==> src/rtl/microwave_pkg.sv <==
// microwave_pkg: shared FSM states and BCD constants for the keypad entry path
package microwave_pkg;
  typedef enum logic [2:0] {IDLE, DEBOUNCE, CAPTURE, WAIT_RELEASE, LOAD, LOCKED} state_t;
  localparam int BCD_W = 4;
  localparam int BCD_MAX = 9;
  localparam int SEC_TENS_MAX = 5;
endpackage

==> src/rtl/key_debouncer.sv <==
// key_debouncer: counts consecutive cycles of a stable level, done on the last one
module key_debouncer #(
  parameter int DEBOUNCE_CYCLES = 4
) (
  input  logic clk,
  input  logic rst_n,
  input  logic match,
  input  logic restart,
  output logic done
);
  localparam int CW = $clog2(DEBOUNCE_CYCLES + 1);
  logic [CW-1:0] cnt;
  assign done = match && !restart && cnt == CW'(DEBOUNCE_CYCLES - 1);
  always_ff @(posedge clk or negedge rst_n)
    if (!rst_n) cnt <= '0;
    else cnt <= (restart || !match || done) ? '0 : cnt + CW'(1);
endmodule

==> src/rtl/keypad_entry_ctrl.sv <==
// keypad_entry_ctrl: debounced BCD keypad entry handed to the countdown timer.
// Define ENTRY_MMSS_CHECK_EN to reject starts whose seconds-tens digit exceeds 5.
module keypad_entry_ctrl
  import microwave_pkg::*;
#(
  parameter int DEBOUNCE_CYCLES = 4,
  parameter int DIGITS = 4
) (
  input  logic                      clk,
  input  logic                      rst_n,
  output logic                      enc_enablen,
  input  logic [BCD_W-1:0]          enc_bcd,
  input  logic                      enc_idle,
  input  logic                      clear,
  input  logic                      start_req,
  input  logic                      timer_busy,
  output logic                      load_valid,
  input  logic                      load_ready,
  output logic [BCD_W*DIGITS-1:0]   time_digits,
  output logic [2:0]                digit_count,
  output logic                      entry_err
);
  state_t state, state_n;
  logic [BCD_W-1:0] latched;
  logic first_lock, match, restart, done, clr_ok, start_ok, reject;
  assign clr_ok = clear && (state == IDLE || state == DEBOUNCE || state == CAPTURE || state == WAIT_RELEASE);
  assign start_ok = state == IDLE && !clear && start_req && digit_count != '0 && !timer_busy;
`ifdef ENTRY_MMSS_CHECK_EN
  assign reject = time_digits[2*BCD_W-1:BCD_W] > BCD_W'(SEC_TENS_MAX);
  always_ff @(posedge clk or negedge rst_n)
    if (!rst_n) entry_err <= 1'b0;
    else entry_err <= start_ok && reject;
`else
  assign reject = 1'b0;
  assign entry_err = 1'b0;
`endif
  // one counter serves both the press (IDLE/DEBOUNCE) and release (WAIT_RELEASE) windows
  assign match = state == IDLE ? !enc_idle
               : state == DEBOUNCE ? (!enc_idle && enc_bcd == latched)
               : state == WAIT_RELEASE && enc_idle;
  assign restart = clr_ok || (start_ok && !reject);
  assign load_valid = state == LOAD;
  assign enc_enablen = state == LOAD || state == LOCKED;
  key_debouncer #(.DEBOUNCE_CYCLES(DEBOUNCE_CYCLES)) u_deb (
    .clk(clk), .rst_n(rst_n), .match(match), .restart(restart), .done(done)
  );
  always_comb begin
    state_n = state;
    case (state)
      IDLE:         state_n = (start_ok && !reject) ? LOAD : match ? DEBOUNCE : IDLE;
      DEBOUNCE:     state_n = !match ? IDLE : done ? CAPTURE : DEBOUNCE;
      CAPTURE:      state_n = WAIT_RELEASE;
      WAIT_RELEASE: state_n = done ? IDLE : WAIT_RELEASE;
      LOAD:         state_n = load_ready ? LOCKED : LOAD;
      LOCKED:       state_n = (!first_lock && !timer_busy) ? IDLE : LOCKED;
      default:      state_n = IDLE;
    endcase
    if (clr_ok) state_n = enc_idle ? IDLE : WAIT_RELEASE;
  end
  always_ff @(posedge clk or negedge rst_n)
    if (!rst_n) begin
      state       <= IDLE;
      latched     <= '0;
      time_digits <= '0;
      digit_count <= '0;
      first_lock  <= 1'b0;
    end else begin
      state      <= state_n;
      first_lock <= state == LOAD;
      if (state == IDLE && match) latched <= enc_bcd;
      if (clr_ok || (state == LOAD && load_ready)) begin
        time_digits <= '0;
        digit_count <= '0;
      end else if (state == CAPTURE && latched <= BCD_W'(BCD_MAX)) begin
        time_digits <= {time_digits[BCD_W*DIGITS-BCD_W-1:0], latched};
        digit_count <= digit_count == 3'(DIGITS) ? digit_count : digit_count + 3'd1;
      end
    end
endmodule

==> config.mk <==
export PLATFORM = sky130hd
export DESIGN_NAME = keypad_entry_ctrl
export DESIGN_NICKNAME = d
export VERILOG_FILES = /design/src/rtl/microwave_pkg.sv /design/src/rtl/key_debouncer.sv /design/src/rtl/keypad_entry_ctrl.sv
export SDC_FILE = /design/constraint.sdc
export NUM_CORES = 1
export LEC_CHECK = 0
export ABC_AREA = 1
export CAP_MARGIN = 20
export CORE_MARGIN = 8
export CORE_UTILIZATION = 50
export DETAILED_ROUTE_END_ITERATION = 16
export PLACE_DENSITY = 0.79
export SLEW_MARGIN = 15
export SYNTH_ARGS = -nofsm -noshare
export SYNTH_HDL_FRONTEND = slang
export SYNTH_HIERARCHICAL = 1
export SYNTH_SLANG_ARGS = --single-unit
==> constraint.sdc <==
create_clock -name clk -period 2.2 [get_ports clk]
set_clock_uncertainty 0.1 [all_clocks]
set_input_delay 0.22 -clock clk [delete_from_list [all_inputs] [get_ports clk]]
set_output_delay 0.22 -clock clk [all_outputs]
set_load 0.02 [all_outputs]
* After elaboration in Yosys (flattened, before gate mapping)
Cells that the tools add are included.
W data, S select, Z words.
** Word-level totals
- Bits in registers :: 30
- Output and inout bits :: 22
** Operators by class
- Eq/ne operators :: 9
- Add/subtract/negate cells :: 2
- Magnitude comparators :: 1
- Reduce and logical (&&, ||, !) cells :: 31
- Muxes and demuxes :: 18
** Operators by type and width (count)
- $mux W16 :: 2
- $mux W3 :: 7
- $pmux W3 S6 :: 1
- $logic_and A1 B1 Y1 :: 13
- $eq A3 B2 Y1 const B :: 3
- $eq A3 B3 Y1 const B :: 3
- $logic_or A1 B1 Y1 :: 8
- $mux W2 :: 4
- $add A3 B1 Y3 const B :: 2
- $logic_not A1 Y1 :: 6
- $eq A4 B4 Y1 :: 1
- $le A4 B4 Y1 const B :: 1
- $mux W1 :: 4
- $eq A3 B1 Y1 const B :: 1
- $logic_not A3 Y1 :: 1
- $reduce_bool A3 Y1 :: 1
- $ne A2 B2 Y1 const B :: 1
- $reduce_and A2 Y1 :: 1
- $reduce_bool A2 Y1 :: 1

* Depth between registers and ports, before layout
- Depth after elaboration :: 13
- Depth in mapped cells :: 16
- Depth with buffers taken out :: 16

* Hierarchy
Netlist, hierarchy kept.
** Modules (own cells, without submodules)
- keypad_entry_ctrl :: area an instance 1376.3 um^2, cells an instance 174, times used 1, seq. area each 675.6 um^2
- key_debouncer :: area an instance 143.9 um^2, cells an instance 15, times used 1, seq. area each 75.1 um^2

* Worst setup path after synthesis
OpenSTA, ideal clock, no wires.
- Path kind :: reg-to-reg
- Start point :: reg digit_count[0]
- End point :: reg state[0]
- Slack :: 381 ps
- Clock period less this slack :: 1819 ps
- Arrival :: 1654 ps
- Cell stages (with the launch flop) :: 16
- Path buffers :: 0
- Required time :: 2035 ps
- Setup time :: 65 ps
- Cells stage by stage :: dfrtp_1 inv_1 ha_1 nand2_1 nand3_1 nand3b_1 nand2_1 inv_2 nand2_1 nor2_1 nand2_1 nand3_1 and3_1 nand2_1 nand2_1 nand2_1
** Between the ends
- Cells in the longest elaborated chain, start to end :: 11
- Elaborated cells on any way between the ends :: 13
** Ends and longest elaborated chain
- from (decl) :: RTL line keypad_entry_ctrl.sv:20 : output logic [2:0] digit_count,
- from (signal assigned) :: RTL line keypad_entry_ctrl.sv:76 : digit_count <= digit_count == 3'(DIGITS) ? digit_count : digit_count + 3'd1;
- $reduce_bool A3 Y1 (*) :: RTL line keypad_entry_ctrl.sv:27 : assign start_ok = state == IDLE && !clear && start_req && digit_count != '0 && !timer_busy;
- $logic_and A1 B1 Y1 (*) (2 in series) :: RTL line keypad_entry_ctrl.sv:27
- $logic_or A1 B1 Y1 (*) :: RTL line keypad_entry_ctrl.sv:41 : assign restart = clr_ok || (start_ok && !reject);
- net restart :: RTL line keypad_entry_ctrl.sv:25 : logic first_lock, match, restart, done, clr_ok, start_ok, reject;
- $logic_not A1 Y1 (*) :: RTL line key_debouncer.sv:13 : assign done = match && !restart && cnt == CW'(DEBOUNCE_CYCLES - 1);
- $logic_and A1 B1 Y1 (*) (2 in series) :: RTL line key_debouncer.sv:13
- net done :: RTL line keypad_entry_ctrl.sv:25
- $mux W2 (2 in series) :: RTL line keypad_entry_ctrl.sv:51 : DEBOUNCE: state_n = !match ? IDLE : done ? CAPTURE : DEBOUNCE;
- $pmux W3 S6 (*) :: RTL line keypad_entry_ctrl.sv:49 : case (state)
- $mux W3 (*) :: RTL line keypad_entry_ctrl.sv:58 : if (clr_ok) state_n = enc_idle ? IDLE : WAIT_RELEASE;
- net state_n[0] :: RTL line keypad_entry_ctrl.sv:23 : state_t state, state_n;
- to (signal assigned) :: RTL line keypad_entry_ctrl.sv:68 : state <= state_n;
- to (decl) :: RTL line keypad_entry_ctrl.sv:23
Mark *: on every way through the listed nets, which the timed path passes. The rest lies on a longest branch.
A chain may end at the register's enable or synchronous reset.

* Final worst setup path
- Start point :: reg state[2]
- End point :: out enc_enablen
** Between the ends
- Cells in the longest elaborated chain, start to end :: 2
- Elaborated cells on any way between the ends :: 3
** Ends and longest elaborated chain
- $eq A3 B3 Y1 :: RTL line keypad_entry_ctrl.sv:43 : assign enc_enablen = state == LOAD || state == LOCKED;
- $logic_or A1 B1 Y1 (*) :: RTL line keypad_entry_ctrl.sv:43
- to (decl) :: RTL line keypad_entry_ctrl.sv:11 : output logic enc_enablen,
Mark *: on every way between the ends. The rest lies on a longest branch, timed or not.

==> results.yml <==
status:
  status: "finished, final reports clean"
worst_setup_path:
  path_cells: "inv_1 -> nor2_4 -> clkdlybuf4s50_1"
  cp-end-kind: "output port"
  r2r_end: "state[0]"
  r2r_start: "state[1]"
  cp-start-kind: "flop"
  cp_max_fo: 5
  reg2regPathDepth: 13
  crit_required_ns: 1.88
  r2r_setup_slack_ns: 0.26
  slowest_stage: "clkdlybuf4s50_1"
  crit_arrival_ns: 1.70
  worst_path_largest_cell_delay_ns: 0.62
  worstSetupPathType: "reg -> out"
power_and_ir_drop:
  power_leakage_nw: 0.950
  power.density_mw_per_mm2: 738
  total_power_mw: 1.41
  ir_drop_mv: 0.395
global_routing:
  grt-busiest-layer: "met2"
  grt_use_total_pct: 13.4
  grt.overflow.total: 0
  antenna_found_initial: 0
  grt_pass1_wl_um: 5440
  use_met3_pct: 5.65
  grt_pass1_vias: 1301
  grtUsageMet2_pct: 22.3
  grt_max_degree: 31
  met1_usage_pct: 14.2
synthesis:
  synth_edf_count: 0
  synth_cell_types: 24
  syn_area_per_cell_sq_um: 8.04
  synthFlopType: "dfrtp_1"
  syn_area_sq_mm: 0.00152
  synthArstFlopShare_pct: 100
  yosysSeqAreaShare_pct: 49.4
  ys_ff_latch: 30
  synth_nets: 204
  yosysWarnings: 6
  syn_inst: 189
layout:
  drive_gt1_share_pct: 11.5
  areaGrowthSynthToFinish_pct: 26.1
  fill_cells: 267
  post-route-util_pct: 64.4
  nets: 240
  antenna_cells: 0
floorplanning:
  dieWidth_um: 71.1
  dieArea_sq_mm: 0.00506
  rows: 20
  ios: 33
  core_sq_mm: 0.00298
  start_util_pct: 51.1
  die_h_um: 71.1
sta:
  period_needed_ns: 2.02
  setup_viol: 0
  fmax_mhz: 496
  hold_violations: 0
  finalMaxSlewViolations: 0
  rsz0062_at_grt: "false"
  setup_tns_ns: 0
  whs_ns: 0.160
  finalCritPeriodShare_pct: 91.7
drt:
  drtAntennaViolNets: 0
  drt_iter0_drc: 70
  dr.pass1.iters: 4
  viasPerCell: 5.07
  drt_wl_total_um: 3100
  drc: 0
  vias: 1312
  wl_per_cell_um: 12.0
hold_path:
  hp-class: "in -> async"
clock_network:
  cts_setup_buffers: 0
  clockRootBuffer: "clkbuf_4"
  hold_buffers: 0
  cts_tree: "done"
  cts_sinks: 30
  cts_buffers: 5
  clk_latency_ns: 0.34
  h-tree-depth: 2
  clk_pin_slew_ns: 0.10
  clock_path_buffers: 2
flow_run:
  maxCapViolCount: 0
placed_design:
  place_congestion: 0.875
  place_hpwl_um: 2330
  port-buffer-count: 31
[registers in the layout, indices dropped and copies added, names as in the netlist]
register / flops
time_digits: 16
latched: 4
digit_count: 3
state: 3
u_deb/cnt: 3
first_lock: 1
[repair_timing]
item | CTS | global route
hold endpoints to repair | 0 | 0
resized for setup | 0 | 1
endpoints found under the setup margin | 0 | 1
[synthesized netlist by cell type (2+ instances only)]
library cell / instances / area share, %
a21oi_1: 17 / 5.6
buf_2: 2 / 0.66
buf_6: 3 / 2.2
dfrtp_1: 30 / 49
ha_1: 4 / 3.3
inv_1: 23 / 5.7
inv_2: 4 / 0.99
nand2_1: 55 / 14
nand2_2: 3 / 1.2
nand3_1: 9 / 3.0
nand4_1: 2 / 0.82
nor2_1: 13 / 3.2
nor3_2: 2 / 1.3
o21ai_0: 12 / 4.0
[layer usage]
| metal | vias up | part of all wire, % |
|---|---|---|
| li1 | 668 | - |
| met1 | 604 | 45 |
| met2 | 33 | 46 |
| met3 | 7 | 7.0 |
| met4 | 0 | 1.8 |
| met5 | - | 0 |
[per-stage QoR]
stage / cell area (sq um) / setup slack, ns / cells
after floorplan: 1520 / 0.381 / 189
after global placement: 1850 / 0.254 / 251
after detailed placement: 1850 / 0.237 / 251
after CTS: 1910 / 0.0353 / 259
after global routing: 1920 / 0.0666 / 259
final: 1920 / 0.183 / 259
[worst max-delay path by stage]
stage                     slack (ns)           to  cells past startpoint            from
after global routing            0.07     state[0]                     13        state[1]
final                           0.18  enc_enablen                      3        state[2]
after detailed placement        0.24     state[0]                     15      enc_bcd[0]
after global placement          0.25     state[0]                     15      enc_bcd[0]
after CTS                       0.04   load_valid                      5        state[2]
after floorplan                 0.38     state[0]                     15  digit_count[0]
[where the power goes]
part	internal (mW)	switching, mW
combinational	0.159	0.240
sequential	0.614	0.0487
clock	0.153	0.200
[cell usage in the layout (no fill, tap or decap), types with 3 or more instances in the layout]
master           count
a21oi_1             17
inv_2                4
nor2_1              13
nand2_1             55
o21ai_0             12
ha_1                 4
inv_1               23
nand2_2              3
dfrtp_1             30
nand3_1              9
clkbuf_4             5
clkdlybuf4s50_1     30
buf_4                4
[worst max-delay path, delay by kind of cell, from the launching register on]
family / cells / cell delay, ns
buf+inv: 2 / 0.78
flops: 1 / 0.44
simple gates: 1 / 0.14
[cells by family (layout without fill, tap and decap cells)]
logic type	after synthesis	in the layout	share of synthesized area [%]
AO/OA/AOI/OAI	31	31	10.9
adder cells (fa/ha/maj)	4	4	3.29
buffers and inverters	34	71	10.4
flip-flops	30	30	49.4
other	1	1	0.247
AND/OR/NAND/NOR	89	89	25.8
[area by class of cell]
| type | instances | area [sq um] | area share [%] |
|---|---|---|---|
| Clock inverter | 2 | 12.5 | 0.653 |
| Clock buffer | 6 | 51.3 | 2.68 |
| Timing Repair Buffer | 35 | 343 | 17.9 |
| Sequential cell | 30 | 751 | 39.2 |
| Inverter | 28 | 106 | 5.55 |
| Multi-Input combinational cell | 125 | 612 | 31.9 |
| Tap cell | 33 | 41.3 | 2.15 |
Note: power is estimated with default switching activity, not from simulation.
